### config.mk
export PLATFORM = sky130hd
export DESIGN_NAME = regbank_wr_arbiter
export DESIGN_NICKNAME = d
export VERILOG_FILES = /design/src/rtl/regbank_wr_arbiter.sv
export SDC_FILE = /design/constraint.sdc
export NUM_CORES = 1
export LEC_CHECK = 0
export ABC_AREA = 1
export CAP_MARGIN = 20
export CORE_AREA = 2 2 133 109
export CTS_BUF_LIST = sky130_fd_sc_hd__clkbuf_16
export CTS_CLUSTER_SIZE = 28
export DETAILED_ROUTE_END_ITERATION = 10
export DIE_AREA = 0 0 135 111
export GPL_TIMING_DRIVEN = 0
export PLACE_DENSITY = 0.84
export SLEW_MARGIN = 5
export SYNTH_ARGS = -nofsm -noshare
export SYNTH_HDL_FRONTEND = slang
export SYNTH_SLANG_ARGS = --single-unit
### constraint.sdc
create_clock -name clk -period 8.3 [get_ports clk]
set_input_delay 1.66 -clock clk [delete_from_list [all_inputs] [get_ports clk]]
set_output_delay 1.66 -clock clk [all_outputs]
set_load 0.1 [all_outputs]
### src/rtl/regbank_wr_arbiter.sv
// Register-bank write-port arbiter: WB writes vs. buffered multiply/divide results,
// with a busy scoreboard that lets decode stall on pending long-latency destinations.
module regbank_wr_arbiter #(
  parameter int DW         = 32,
  parameter int FIFO_DEPTH = 2
) (
  input  logic          clk,
  input  logic          rst_n,
  input  logic          wb_valid,
  input  logic [4:0]    wb_rd,
  input  logic [DW-1:0] wb_data,
  output logic          wb_stall,
  input  logic          lu_issue,
  input  logic [4:0]    lu_issue_rd,
  output logic          lu_issue_ready,
  input  logic          lu_valid,
  input  logic [4:0]    lu_rd,
  input  logic [DW-1:0] lu_data,
  output logic          lu_ready,
  input  logic [4:0]    dec_rs,
  input  logic [4:0]    dec_rt,
  output logic          dec_stall,
  output logic [31:0]   busy_mask,
  output logic          RegWrite,
  output logic [4:0]    rd,
  output logic [DW-1:0] wr_data
);

  localparam int PW = (FIFO_DEPTH > 1) ? $clog2(FIFO_DEPTH) : 1;
  localparam int CW = $clog2(FIFO_DEPTH + 1);

  logic [4:0]    r_fifo_rd   [FIFO_DEPTH];
  logic [DW-1:0] r_fifo_data [FIFO_DEPTH];
  logic [PW-1:0] r_wptr;
  logic [PW-1:0] r_rptr;
  logic [CW-1:0] r_count;
  logic [31:0]   r_busy;

  logic          w_full;
  logic          w_empty;
  logic [31:0]   w_busy;
  logic          w_wb_req;
  logic          w_wb_take;
  logic          w_pop;
  logic          w_push;
  logic          w_issue_set;
  logic [4:0]    w_head_rd;
  logic [DW-1:0] w_head_data;
  logic [31:0]   w_busy_nxt;

  // While rst_n is low the combinational outputs already reflect the cleared state.
  assign w_full      = rst_n && (r_count == CW'(FIFO_DEPTH));
  assign w_empty     = (r_count == '0);
  assign w_busy      = rst_n ? r_busy : 32'd0;
  assign w_head_rd   = r_fifo_rd[r_rptr];
  assign w_head_data = r_fifo_data[r_rptr];

  assign w_wb_req    = wb_valid && (wb_rd != 5'd0);
  assign w_wb_take   = w_wb_req && !w_full;
  assign w_pop       = !w_empty && (w_full || !w_wb_req);
  assign w_push      = lu_valid && !w_full && (lu_rd != 5'd0);

  assign lu_ready       = !w_full;
  assign wb_stall       = w_wb_req && w_full;
  assign lu_issue_ready = !w_busy[lu_issue_rd] || (lu_issue_rd == 5'd0);
  assign w_issue_set    = lu_issue && lu_issue_ready && (lu_issue_rd != 5'd0);
  assign busy_mask      = w_busy;
  assign dec_stall      = ((dec_rs != 5'd0) && w_busy[dec_rs]) ||
                          ((dec_rt != 5'd0) && w_busy[dec_rt]);

  // A busy bit being set is never the one being cleared: its issue is blocked while busy.
  always_comb begin
    w_busy_nxt = r_busy;
    if (w_pop) w_busy_nxt[w_head_rd] = 1'b0;
    if (w_issue_set) w_busy_nxt[lu_issue_rd] = 1'b1;
  end

  always_ff @(posedge clk) begin
    if (!rst_n) begin
      r_wptr  <= '0;
      r_rptr  <= '0;
      r_count <= '0;
      r_busy  <= '0;
    end else begin
      r_busy <= w_busy_nxt;
      if (w_push) r_wptr <= r_wptr + PW'(1);
      if (w_pop)  r_rptr <= r_rptr + PW'(1);
      case ({w_push, w_pop})
        2'b10:   r_count <= r_count + CW'(1);
        2'b01:   r_count <= r_count - CW'(1);
        default: r_count <= r_count;
      endcase
    end
  end

  always_ff @(posedge clk) begin
    if (w_push) begin
      r_fifo_rd[r_wptr]   <= lu_rd;
      r_fifo_data[r_wptr] <= lu_data;
    end
  end

  // Bank write stage: rd/wr_data hold when nothing is launched.
  always_ff @(posedge clk) begin
    if (!rst_n) begin
      RegWrite <= 1'b0;
      rd       <= 5'd0;
      wr_data  <= '0;
    end else if (w_wb_take) begin
      RegWrite <= 1'b1;
      rd       <= wb_rd;
      wr_data  <= wb_data;
    end else if (w_pop) begin
      RegWrite <= 1'b1;
      rd       <= w_head_rd;
      wr_data  <= w_head_data;
    end else begin
      RegWrite <= 1'b0;
    end
  end

endmodule

# Word-level counts from Yosys, hierarchy flattened
# Memory sizes are Yosys's and may differ from the RTL's. A register that Yosys moved wholly into a read port is not among the register bits.
# Cells that the tools add are included.
dict set report word_totals {
  register_bits 74
  ram_bits 74
  inputBits 94
  output_inout_bits 74
  word_cells 80
  n_memories 2
}
dict set report op_classes {
  add_sub_neg 4
  order_cmp 6
  n_eq_ne 3
  mux 26
  bitwise_logic 3
  reduce_logical 29
}
# name depth word_bits read_ports rd_clocked_by_memory_dff write_ports line
set mem_list {}
lappend mem_list {r_fifo_data 2 32 1 1 1 33} ;# logic [DW-1:0] r_fifo_data [FIFO_DEPTH];
lappend mem_list {r_fifo_rd 2 5 1 1 1 32} ;# logic [4:0] r_fifo_rd [FIFO_DEPTH];
# op n
set ops {}
lappend ops {{$mux W32} 5}
lappend ops {{$and A32 B32 Y32} 1}
lappend ops {{$not A32 Y32} 1}
lappend ops {{$or A32 B32 Y32} 1}
lappend ops {{$reduce_bool A5 Y1} 5}
lappend ops {{$lt A5 B6 Y1 const B} 4}
lappend ops {{$bmux W1 S5} 3}
lappend ops {{$logic_and A1 B1 Y1} 13}
lappend ops {{$mux W1} 13}
lappend ops {{$demux W1 S5} 2}
lappend ops {{$ge A5 B1 Y1 const B} 2}
lappend ops {{$mux W5} 2}
lappend ops {{$logic_not A5 Y1} 1}
lappend ops {{$eq A2 B2 Y1 const B} 2}
lappend ops {{$logic_not A1 Y1} 4}
lappend ops {{$pmux W2 S2} 1}
lappend ops {{$reduce_bool A2 Y1} 2}
lappend ops {{$logic_or A1 B1 Y1} 3}
lappend ops {{$add A1 B1 Y1 const B} 2}
lappend ops {{$add A2 B1 Y2 const B} 1}
lappend ops {{$eq A2 B1 Y1 const B} 1}
lappend ops {{$logic_not A2 Y1} 1}
lappend ops {{$sub A2 B1 Y2 const B} 1}

# Logic depth before layout (Yosys ltp)
# Gate-level depths: netlist (run 1).
dict set report logic_depth {
  ltp_word 9
  depth_mapped 14
}

# Worst setup path after synthesis (run 1)
# OpenSTA, ideal clock, no wires.
dict set report synth_timing {
  kind {input-to-output}
  start {input port rst_n}
  end {output port wb_stall}
  arrival_time_ns 3.875
  t_required_ns 6.640
  path_slack_ns 2.765
  cell_stages 4
  cell_sequence {buf_6 > buf_6 > nand3_2 > nor2_1}
}
dict set report synth_between {
  elab_chain_cells 2
}
# item line
set synth_lines {}
lappend synth_lines {{start, declared} 8} ;# input logic rst_n,
lappend synth_lines {{$logic_and A1 B1 Y1} 52} ;# assign w_full = rst_n && (r_count == CW'(FIFO_DEPTH));
lappend synth_lines {{$logic_and A1 B1 Y1} 64} ;# assign wb_stall = w_wb_req && w_full;
lappend synth_lines {{end, declared} 12} ;# output logic wb_stall,
# No other way between the ends.

# Worst setup path after layout (run 1)
dict set report layout_timing {
  start {input port dec_rs[1]}
  end {output port dec_stall}
}
dict set report layout_between {
  elab_chain_cells 4
}
# item line
set layout_lines {}
lappend layout_lines {{start, declared} 20} ;# input logic [4:0] dec_rs,
lappend layout_lines {{$bmux W1 S5} 68} ;# assign dec_stall = ((dec_rs != 5'd0) && w_busy[dec_rs]) ||
lappend layout_lines {{$mux W1 (implied by the code)} 68}
lappend layout_lines {{$logic_and A1 B1 Y1 (*)} 68}
lappend layout_lines {{$logic_or A1 B1 Y1 (*)} 68}
lappend layout_lines {{end, declared} 22} ;# output logic dec_stall,
# Every way passes the cells marked *; elsewhere a longest branch is shown, timed or not. The select of a mux whose other input is x is not followed.

==> results_dict.tcl, run 1 <==
set metrics [dict create \
    max-cap-violations 0 \
    netlist_instances 910 \
    ctsResizeCount 0 \
    p_leak_uw 0.00416 \
    ys_seq_elements 149 \
    cts_tree "built" \
    yosysTopAreaCellShare 0.309 \
    postPlaceCellArea_sq_um 9130 \
    rsz0062_at_grt "false" \
    vias_per_cell 5.66 \
    fin_crit_sh 0.763 \
    status "complete, no violations" \
    drc 0 \
    hold_viol_final 0 \
    fin_crit_ns 6.34 \
    syn_area_sq_um 7200 \
    io_buffers 163 \
    die_y_microns 111 \
    endpoint_kind "primary output" \
    slew_headroom 0.315 \
    setup_tns_ns 0 \
    met3_usage 0.0901 \
    holdBufCountCts 0 \
    cp_max_fo 8 \
    place_ws_ns 2.08 \
    grt_pass1_vias 6730 \
    postCtsSetupBuffers 0 \
    p_total_uw 2460 \
    skew_ns 0.00772 \
    gp_congestion 1.00 \
    fmaxAchievable_mhz 158 \
    clockBufferDepth 2 \
    async_reset_ff_frac 0 \
    antenna_found_initial 1 \
    post-dp-hpwl_microns 17100 \
    top_usage_layer "met2" \
    ys_warn_count 0 \
    final.setup.worst_slack_ns 1.96 \
    yosysSeqAreaShare 0.517 \
    die_w_microns 135 \
    holdWs_ns 0.469 \
    cts.sinks 149 \
    startpoint_type "input port" \
    num_vias 7313 \
    final_nets 1189 \
    clk_pin_slew_ns 0.06 \
    synth_edf_count 74 \
    overflow 0 \
    drv_slew 0 \
    synth_top_cell_by_area "edfxtp_1" \
    hp-start "wr_data[2]$_SDFFE_PN0P_" \
    synthFlopType "dfxtp_1" \
    syn_area_per_cell_sq_um 7.91 \
    clk_latency_ns 0.41 \
    finish.instance_area_sq_um 9710 \
    p_per_area_nw_per_um2 254 \
    path_class "in -> out" \
    drt_iter0_markers 888 \
    synth.distinct_cells 33 \
    required_ns 6.64 \
    drt-pass1-iter-count 7 \
    start_util 0.519 \
    worst_r2r_startpoint "r_count[0]$_SDFFE_PN0P_" \
    root_buffer "clkbuf_16" \
    ant_nets 0 \
    rows 39 \
    crit_arrival_ns 4.68 \
    cts_buffers 17 \
    h-tree-depth 4 \
    track_usage 0.312 \
    grt_pass1_wl_microns 36200 \
    io_pins 168 \
    die_area_sq_um 15000 \
    core-area_sq_um 13900 \
    gr-usage-met2 0.455 \
    tightest_slew_ns 1.02 \
    critPathLaunch "dec_rs[1]" \
    syn_to_final_growth_pct 34.9 \
    vdd_ir_drop_max_uv 198 \
    drt-total-wl_microns 23300 \
    grt_max_degree 24 \
    syn_nets 1005 \
    setup_viol 0 \
    final_layout_size_suffix_gt1_frac 0.0723 \
    wl_per_cell_microns 18.1 \
    diodes 0 \
    grt_use_met1 0.453 \
    hold_path.class "reg -> reg" \
    synthTopCellsByArea "edfxtp_1 31%, dfxtp_1 21%, nand2_1 12%, nor2_1 7.1%, o21ai_0 5.6%" \
]
critical path, stage by stage:
cell             delay, ns
clkdlybuf4s50_1       0.68
nor2_1                0.25
nand2_1               0.11
nand3_1               0.07
o21ai_0               0.50
nand3_1               0.15
nand3_1               0.11
clkdlybuf4s50_1       1.14
cells in the final DEF (no fill, tap or decap), types with 33 or more instances in the layout:
cell | Yosys | routed
nand2_1 | 227 | 227
clkdlybuf4s50_1 | 0 | 163
nor2_1 | 136 | 134
o21ai_0 | 80 | 80
inv_1 | 76 | 76
dfxtp_1 | 75 | 75
edfxtp_1 | 74 | 74
nand3_1 | 64 | 64
nand4_1 | 36 | 36
o211ai_1 | 33 | 33
logic make-up after synthesis:
logic type	after synthesis	share of synthesized area
AO/OA/AOI/OAI	147	0.116
adder cells (fa/ha/maj)	1	0.00174
buffers and inverters	125	0.0760
flip-flops	149	0.517
AND/OR/NAND/NOR	488	0.288
cell usage after synthesis, types with 7 or more instances:
cell type  count
a31oi_1        7
dfxtp_1       75
nand3_1       64
inv_1         76
a21oi_1       19
edfxtp_1      74
buf_2         13
nor2_1       136
clkbuf_1      16
nand2_1      227
nand4_1       36
o21ai_0       80
o211ai_1      33
nor3_1         8
stage by stage:
step / utilization / std cells
after detailed placement: 0.659 / 1259
after floorplan: - / 910
after CTS: 0.700 / 1291
after global routing: 0.700 / 1291
after global placement: 0.654 / 1257
final: 0.700 / 1291
per-layer routing:
metal / vias to the layer above / part of all wire / routed length (microns)
li1: 3423 / - / -
met1: 3398 / 0.41 / 9640
met2: 455 / 0.44 / 10300
met3: 35 / 0.13 / 2950
met4: 2 / 0.016 / 379
met5: - / 0.00060 / 14
area by class of cell:
class                           instances  area, sq um
Buffer                                 44          243
Fill cell                            1102         4150
Timing Repair Buffer                  165         1690
Inverter                               81          304
Clock inverter                         14          128
Clock buffer                           18          450
Tap cell                              184          230
Multi-Input combinational cell        636         2940
Sequential cell                       149         3720
state kept, by name (all words and copies together) (netlist names), named ones only:
signal	cells
wr_data	32
RegWrite	1
r_wptr	1
r_count	2
r_rptr	1
r_fifo_rd	10
rd	5
r_fifo_data	64
r_busy	32
path summary, 6_finish.rpt:
| kind | end | slack, ns | depth (start not counted) |
|---|---|---|---|
| setup / recovery | dec_stall | 1.96 | 8 |
| hold reg to reg | wr_data[2]$_SDFFE_PN0P_ | 0.47 | 2 |
| setup reg to reg | r_fifo_data[0][21]$_DFFE_PP_ | 6.24 | 5 |
| hold / removal | wr_data[2]$_SDFFE_PN0P_ | 0.47 | 2 |
power by group:
group          leakage, uW  total, uW  internal, uW  switching (uW)
logic              0.00256        817           207             610
registers          0.00131        891           853            37.9
clock network     0.000286        755           416             340
Note: power is estimated with default switching activity, not from simulation.
==> run 2, diff against run 1 <==
--- a/config.mk
+++ b/config.mk
@@ -7,13 +7,13 @@
 export LEC_CHECK = 0
 export ABC_AREA = 1
 export CAP_MARGIN = 20
-export CORE_AREA = 2 2 133 109
+export CORE_AREA = 2 2 143 117
 export CTS_BUF_LIST = sky130_fd_sc_hd__clkbuf_16
 export CTS_CLUSTER_SIZE = 28
 export DETAILED_ROUTE_END_ITERATION = 10
-export DIE_AREA = 0 0 135 111
+export DIE_AREA = 0 0 145 119
 export GPL_TIMING_DRIVEN = 0
-export PLACE_DENSITY = 0.84
+export PLACE_DENSITY = 0.77
 export SLEW_MARGIN = 5
 export SYNTH_ARGS = -nofsm -noshare
 export SYNTH_HDL_FRONTEND = slang
==> constraint.sdc (replaced) <==
create_clock -name clk -period 5.52 [get_ports clk]
set_input_delay 1.104 -clock clk [delete_from_list [all_inputs] [get_ports clk]]
set_output_delay 1.104 -clock clk [all_outputs]
set_load 0.1 [all_outputs]
==> results_dict.tcl, run 2 (synthesis gave the netlist of run 1 again) <==
set metrics [dict create \
    fin_crit_sh 0.924 \
    antenna_found_initial 0 \
    crit_buf_inv 2 \
    clk_latency_ns 0.42 \
    gp_congestion 1.03 \
    worstHoldPathCells 2 \
    clk_pin_slew_ns 0.07 \
    setup_viol 0 \
    hold_path.class "reg -> reg" \
    final_layout_size_suffix_gt1_frac 0.0714 \
    endpoint_kind "primary output" \
    postCtsSetupBuffers 0 \
    worst_r2r_path_depth 7 \
    slowest_delay_ns 0.97 \
    drt-total-wl_microns 22000 \
    cp_slowest_cell "clkdlybuf4s50_1" \
    path_class "in -> out" \
    drt_iter0_markers 802 \
    final_nets 1189 \
    drc 0 \
    p_leak_uw 0.00416 \
    holdBufCountCts 0 \
    setup_tns_ns 0 \
    cp_cell_sequence "clkdlybuf4s50_1 > nor2_1 > a21oi_1 > a31oi_1 > o21ai_0 > nand3_1 > nand3_1 > clkdlybuf4s50_1" \
    slew_headroom 0.307 \
    p_total_uw 3700 \
    hp-start "wr_data[20]$_SDFFE_PN0P_" \
    clockBufferDepth 2 \
    die_w_microns 145 \
    rows 42 \
    rsz0062_at_grt "false" \
    overflow 0 \
    r2r_setup_slack_ns 3.49 \
    syn_to_final_growth_pct 35.7 \
    vdd_ir_drop_max_uv 298 \
    h-tree-depth 4 \
    max-cap-violations 0 \
    cts_buffers 17 \
    top_register "r_fifo_data" \
    critPathTopFamily "buffers and inverters" \
    p_per_area_nw_per_um2 379 \
    core-area_sq_um 16000 \
    num_vias 7118 \
    start_util 0.449 \
    largest_register_ffs 64 \
    fmaxAchievable_mhz 196 \
    startpoint_type "input port" \
    drv_slew 0 \
    diodes 0 \
    cts_tree "built" \
    post-dp-hpwl_microns 16300 \
    rr_endpoint "r_busy[24]$_SDFF_PN0_" \
    vias_per_cell 5.36 \
    fin_crit_ns 5.10 \
    required_ns 4.42 \
    final_cell_mix "227 x nand2_1, 163 x clkdlybuf4s50_1, 134 x nor2_1, 80 x o21ai_0, 76 x inv_1" \
    cp.depth 8 \
    root_buffer "clkbuf_16" \
    die_y_microns 119 \
    skew_ns 0.00830 \
    final_common_cell "nand2_1" \
    fill_cells 1385 \
    ant_nets 0 \
    die_area_sq_um 17300 \
    io_buffers 163 \
    grt_pass1_vias 6583 \
    tightest_slew_ns 1.04 \
    io_pins 168 \
    status "complete, no violations" \
    grt_max_degree 22 \
    top_regs "r_fifo_data x64, r_busy x32, wr_data x32" \
    crit_arrival_ns 4.00 \
    cts.sinks 149 \
    ctsResizeCount 0 \
    grt_pass1_wl_microns 34400 \
    track_usage 0.253 \
    hold_end "wr_data[20]$_SDFFE_PN0P_" \
    wl_per_cell_microns 16.6 \
    cp_max_fo 8 \
    drt-pass1-iter-count 5 \
    hold_viol_final 0 \
]
-- run 2: cell count changes in the layout (fill, tap and decap cells not counted) --
cell        change
clkinv_4        +2
clkinv_1        +1
clkbuf_16       -1
clkinvlp_4      -1
inv_6           -4
bufinv_16       +1
clkinv_8        +2
-- run 2: layout make-up --
type,count,area (sq um),share of cell area
sequential,149,3720,0.381
buffer,44,243,0.0248
multi-input combinational,636,2940,0.301
tap,220,275,0.0282
clock inverter,15,169,0.0173
clock buffer,17,425,0.0436
timing repair buffer,165,1690,0.173
inverter,81,304,0.0311
-- run 2: routing by layer --
layer	vias to the layer above	track usage	share of wire
met5	-	0	0
met4	0	0.0897	0.024
met1	3292	0.350	0.43
met2	362	0.383	0.44
met3	47	0.0709	0.11
li1	3417	-	-
-- run 2: worst max path at each step --
stage | start | to | slack (ns)
after global placement | lu_issue_rd[4] | lu_issue_ready | 0.53
after CTS | lu_issue_rd[4] | lu_issue_ready | 0.51
after global routing | lu_issue_rd[4] | lu_issue_ready | 0.31
after floorplan | rst_n | wb_stall | 1.10
after detailed placement | lu_issue_rd[4] | lu_issue_ready | 0.52
final | dec_rs[1] | dec_stall | 0.42
-- run 2: report_power, final --
| group | total (uW) | internal, uW | switching, uW |
|---|---|---|---|
| registers | 1340 | 1280 | 55.6 |
| clock network | 1150 | 644 | 510 |
| logic | 1210 | 312 | 899 |
-- run 2: per-stage QoR --
step                      utilization  hold WS [ns]  cells  setup slack (ns)  instance area (sq um)
after floorplan                     -         0.426    910              1.10                   7200
after global routing            0.609         0.488   1327             0.313                   9770
final                           0.609         0.471   1327             0.418                   9770
after detailed placement        0.572         0.454   1295             0.523                   9170
after global placement          0.568         0.436   1293             0.532                   9100
after CTS                       0.609         0.471   1327             0.508                   9770
-- run 2: worst reg2reg max path: stages (launching register included) --
cell     delay (ns)
dfxtp_1        0.32
buf_2          0.20
o21ai_0        0.40
inv_1          0.23
nor2_2         0.24
nand2_1        0.23
o21ai_0        0.23
nand2_1        0.08
==> run 3, diff against run 2 <==
--- a/config.mk
+++ b/config.mk
@@ -14,7 +14,6 @@
 export DIE_AREA = 0 0 145 119
 export GPL_TIMING_DRIVEN = 0
 export PLACE_DENSITY = 0.77
-export SLEW_MARGIN = 5
 export SYNTH_ARGS = -nofsm -noshare
 export SYNTH_HDL_FRONTEND = slang
 export SYNTH_SLANG_ARGS = --single-unit
==> constraint.sdc (replaced) <==
create_clock -name clk -period 4.67 [get_ports clk]
set_input_delay 0.934 -clock clk [delete_from_list [all_inputs] [get_ports clk]]
set_output_delay 0.934 -clock clk [all_outputs]
set_load 0.1 [all_outputs]
==> results_dict.tcl, run 3 (synthesis gave the netlist of run 1 again) <==
set metrics [dict create \
    drt-total-wl_microns 21500 \
    postPlaceCellArea_sq_um 9160 \
    hold_viol_final 0 \
    required_ns 3.74 \
    cp-endpoint "lu_issue_ready" \
    status "complete, no violations" \
    endpoint_kind "primary output" \
    die_w_microns 145 \
    tightest_slew_ns 1.05 \
    final_layout_size_suffix_gt1_frac 0.0723 \
    rows 42 \
    cp_max_fo 10 \
    top_register "r_fifo_data" \
    start_util 0.449 \
    cts_buffers 17 \
    r2r_setup_slack_ns 2.73 \
    setup_tns_ns 0 \
    track_usage 0.248 \
    fin_crit_sh 0.956 \
    io_buffers 163 \
    largest_register_ffs 64 \
    finish.instance_area_sq_um 9740 \
    clockBufferDepth 2 \
    cp_cell_sequence "clkdlybuf4s50_1 > nor3_2 > nand2_2 > nand3_1 > nor2_2 > nand2_4 > buf_6 > dlygate4sd2_1" \
    p_leak_uw 0.00415 \
    post-dp-hpwl_microns 16100 \
    final_nets 1189 \
    diodes 0 \
    clk_latency_ns 0.42 \
    drc 0 \
    vias_per_cell 5.33 \
    rr_endpoint "r_busy[24]$_SDFF_PN0_" \
    startpoint_type "input port" \
    io_pins 168 \
    antenna_found_initial 0 \
    hold_path.class "reg -> reg" \
    fin_crit_ns 4.47 \
    crit_arrival_ns 3.53 \
    wl_per_cell_microns 16.2 \
    grt_pass1_wl_microns 33600 \
    vdd_ir_drop_max_uv 318 \
    clk_pin_slew_ns 0.07 \
    overflow 0 \
    max-cap-violations 0 \
    cts.sinks 149 \
    die_y_microns 119 \
    h-tree-depth 4 \
    setup_viol 0 \
    skew_ns 0.00998 \
    syn_to_final_growth_pct 35.3 \
    rsz0062_at_grt "false" \
    gp_congestion 1.03 \
    grt_pass1_vias 6465 \
    postCtsSetupBuffers 0 \
    root_buffer "clkbuf_16" \
    utilization 0.607 \
    final_common_cell "nand2_1" \
    ant_nets 0 \
    worst_r2r_path_depth 7 \
    slowest_delay_ns 0.86 \
    cp_slowest_cell "dlygate4sd2_1" \
    top_regs "r_fifo_data x64, r_busy x32, wr_data x32" \
    core-area_sq_um 16000 \
    drv_slew 0 \
    die_area_sq_um 17300 \
    final_cell_mix "227 x nand2_1, 161 x clkdlybuf4s50_1, 134 x nor2_1, 80 x o21ai_0, 76 x inv_1" \
    cts_tree "built" \
    slew_headroom 0.301 \
    p_per_area_nw_per_um2 445 \
    path_class "in -> out" \
    num_vias 7075 \
    drt-pass1-iter-count 6 \
    grt_max_degree 33 \
    critPathLaunch "lu_issue_rd[4]" \
    drt_iter0_markers 781 \
    fmaxAchievable_mhz 224 \
]
[run 3: cell count changes in the layout (fill, tap and decap cells not counted), moves of 2 or more]
cell	change
buf_12	+2
buf_16	-2
clkdlybuf4s50_1	-2
clkinv_4	-3
clkinvlp_4	+2
inv_6	+3
[run 3: power breakdown]
part           internal [uW]  leakage (uW)  switching, uW
registers               1520       0.00131           65.4
clock network            712      0.000279            615
logic                    365       0.00256           1060
total                   2590       0.00415           1740
[run 3: metal layers]
metal / global-route usage / up-vias / routed length, microns
li1: - / 3425 / -
met1: 0.339 / 3228 / 9090
met2: 0.363 / 370 / 9210
met3: 0.0820 / 52 / 2510
met4: 0.0996 / 0 / 704
met5: 0 / - / 0
[run 3: area by class of cell]
class	instances	area, sq um
Inverter	81	304
Multi-Input combinational cell	636	2940
Tap cell	220	275
Timing Repair Buffer	165	1670
Clock buffer	17	425
Fill cell	1371	6290
Sequential cell	149	3720
Clock inverter	15	150
Buffer	44	243
[run 3: through the flow]
step	hold slack, ns	power (uW)	setup WS (ns)	cells
after detailed placement	0.464	3020	0.00752	1295
after floorplan	0.426	2600	0.587	910
after global placement	0.436	3000	0.0222	1293
after global routing	0.491	4500	0.0966	1327
final	0.472	4330	0.204	1327
after CTS	0.476	4330	0.0858	1327
[run 3: what timing repair did]
| action | 4_1_cts | 5_1_grt |
|---|---|---|
| gates cloned | 0 | 0 |
| setup endpoints to repair | 1 | 1 |
| resized for setup | 1 | 1 |
| hold buffers | 0 | 0 |
[run 3: worst min path at each step]
stage	start	end	slack [ns]	depth (start not counted)
2_1_floorplan	r_rptr$_SDFFE_PN0N_	flip-flop	0.43	1
3_3_place_gp	r_rptr$_SDFFE_PN0N_	r_rptr$_SDFFE_PN0N_	0.44	1
3_5_place_dp	wr_data[29]$_SDFFE_PN0P_	wr_data[29]$_SDFFE_PN0P_	0.46	2
4_1_cts	wr_data[9]$_SDFFE_PN0P_	wr_data[9]$_SDFFE_PN0P_	0.48	2
5_1_grt	wr_data[26]$_SDFFE_PN0P_	wr_data[26]$_SDFFE_PN0P_	0.49	2
6_report	wr_data[20]$_SDFFE_PN0P_	wr_data[20]$_SDFFE_PN0P_	0.47	2
[run 3: critical path: cells and delay by family]
family,cells,cell delay (ns)
simple gates,5,1.02
buf+inv,3,1.54
==> variant (config.mk and constraints of run 1) <==
Change the parameter `DW` from 32 to 16.
--- a/src/rtl/regbank_wr_arbiter.sv
+++ b/src/rtl/regbank_wr_arbiter.sv
@@ -2,5 +2,5 @@
 // with a busy scoreboard that lets decode stall on pending long-latency destinations.
 module regbank_wr_arbiter #(
-  parameter int DW         = 32,
+  parameter int DW         = 16,
   parameter int FIFO_DEPTH = 2
 ) (
Ports: changed (resized lu_data, wb_data and wr_data); port bits go from 168 to 120. The function was not compared with the original's and may differ.
==> variant against run 1 <==
- wire length shrank 27%
- area after synthesis decreased by 26%
- clock skew increased by 0.0067 ns
- worst setup slack gained 0.14 ns
- sequential cell count decreased by 48
- first-iteration DRC count fell by 27%
- power is 36% lower
- cell area fell by 27%
- critical endpoint is now lu_issue_ready
- largest cell class is now multi-input gates
- highest routed layer is now met4
==> variant: results (changes against run 1) <==
status complete, no violations; FF-to-FF End r_busy[12]; Syn Nets 786 (-22%); P_leak 3.05 nW (-27%); DR vias 5647 (-23%); r2r setup slk 6.36 ns (+0.12 ns); Commonest cells post-synth 182 x nand2_1, 102 x nor2_1, 66 x o21ai_0, 63 x inv_1, 59 x dfxtp_1; initial antenna violation count 0 (-1); WL/cell 16.4 um (-9.4%); vias in the first global route 4962 (-26%); Fillers 1344 (+22%); share of layout cells above drive strength 1 0.0642 (-0.00809); # port buffers 116 (-29%); biggest regs r_busy x32, r_fifo_data x32, wr_data x16; top cells by area, synth edfxtp_1 24%, dfxtp_1 22%, nand2_1 13%; Rel. slew slack 0.319 (+0.00409); Min Hold Slack 0.466 ns (-0.00308 ns); Starting DRT DRC Count 649 (-27%); Netlist cell types 35 (+6.1%); crit path max fanout 10 (+2); Num CTS Buffers 9 (-8); number of synthesized flops with an enable pin 42 (-43%); Reg2Reg Depth 9 (+4); skew final 0.0144 ns (+0.00672 ns); Seq/Total Area, Yosys 0.459 (-0.0587)
## variant: cell count changes after synthesis, sizes merged, moves of 12 or more
cell / delta
dfxtp: -16
nor2: -37
buf: -13
edfxtp: -32
nand3: -13
o211ai: -12
nand2: -45
## variant: cell type report
type / count / area, sq um / share of cell area
Buffer: 29 / 164 / 0.0232
Tap cell: 184 / 230 / 0.0325
Multi-Input combinational cell: 520 / 2450 / 0.346
Clock inverter: 7 / 96.3 / 0.0136
Clock buffer: 9 / 225 / 0.0318
Sequential cell: 101 / 2440 / 0.345
Timing Repair Buffer: 118 / 1190 / 0.168
Inverter: 73 / 274 / 0.0387
## variant: per-layer routing
layer	share of wire	global-route usage	vias up	wire (um)
met4	0.024	0.0729	0	414
met5	0	0	-	0
met3	0.11	0.0549	38	1850
li1	-	-	2689	-
met1	0.44	0.329	2595	7450
met2	0.43	0.329	325	7320
## variant: kinds of logic (layout without fill, tap and decap cells)
family          Yosys count  after routing  share of synthesized area
compound gates          129            129                      0.138
fa+ha+maj                 1              1                    0.00235
buf+inv                 102            236                     0.0822
flops                   101            101                      0.459
simple gates            390            390                      0.319
## variant: worst max path at each step
| stage | startpoint | endpoint | slack, ns |
|---|---|---|---|
| floorplan | rst_n | dec_stall | 2.86 |
| global placement | lu_issue_rd[0] | lu_issue_ready | 2.13 |
| detailed placement | lu_issue_rd[0] | lu_issue_ready | 2.14 |
| CTS | lu_issue_rd[0] | lu_issue_ready | 2.13 |
| global route | lu_issue_rd[4] | lu_issue_ready | 1.92 |
| finish | lu_issue_rd[0] | lu_issue_ready | 2.11 |
## variant: metrics by stage
step / utilization / cells / worst slack, ns / cell area [sq um]
6_report: 0.510 / 1041 / 2.11 / 7070
5_1_grt: 0.510 / 1041 / 1.92 / 7070
4_1_cts: 0.510 / 1041 / 2.13 / 7070
3_5_place_dp: 0.487 / 1025 / 2.14 / 6750
3_3_place_gp: 0.485 / 1023 / 2.13 / 6720
2_1_floorplan: - / 723 / 2.86 / 5330
## variant: where the power goes
part	internal (mW)	switching, mW
combinational	0.139	0.392
sequential	0.565	0.0230
clock	0.223	0.227
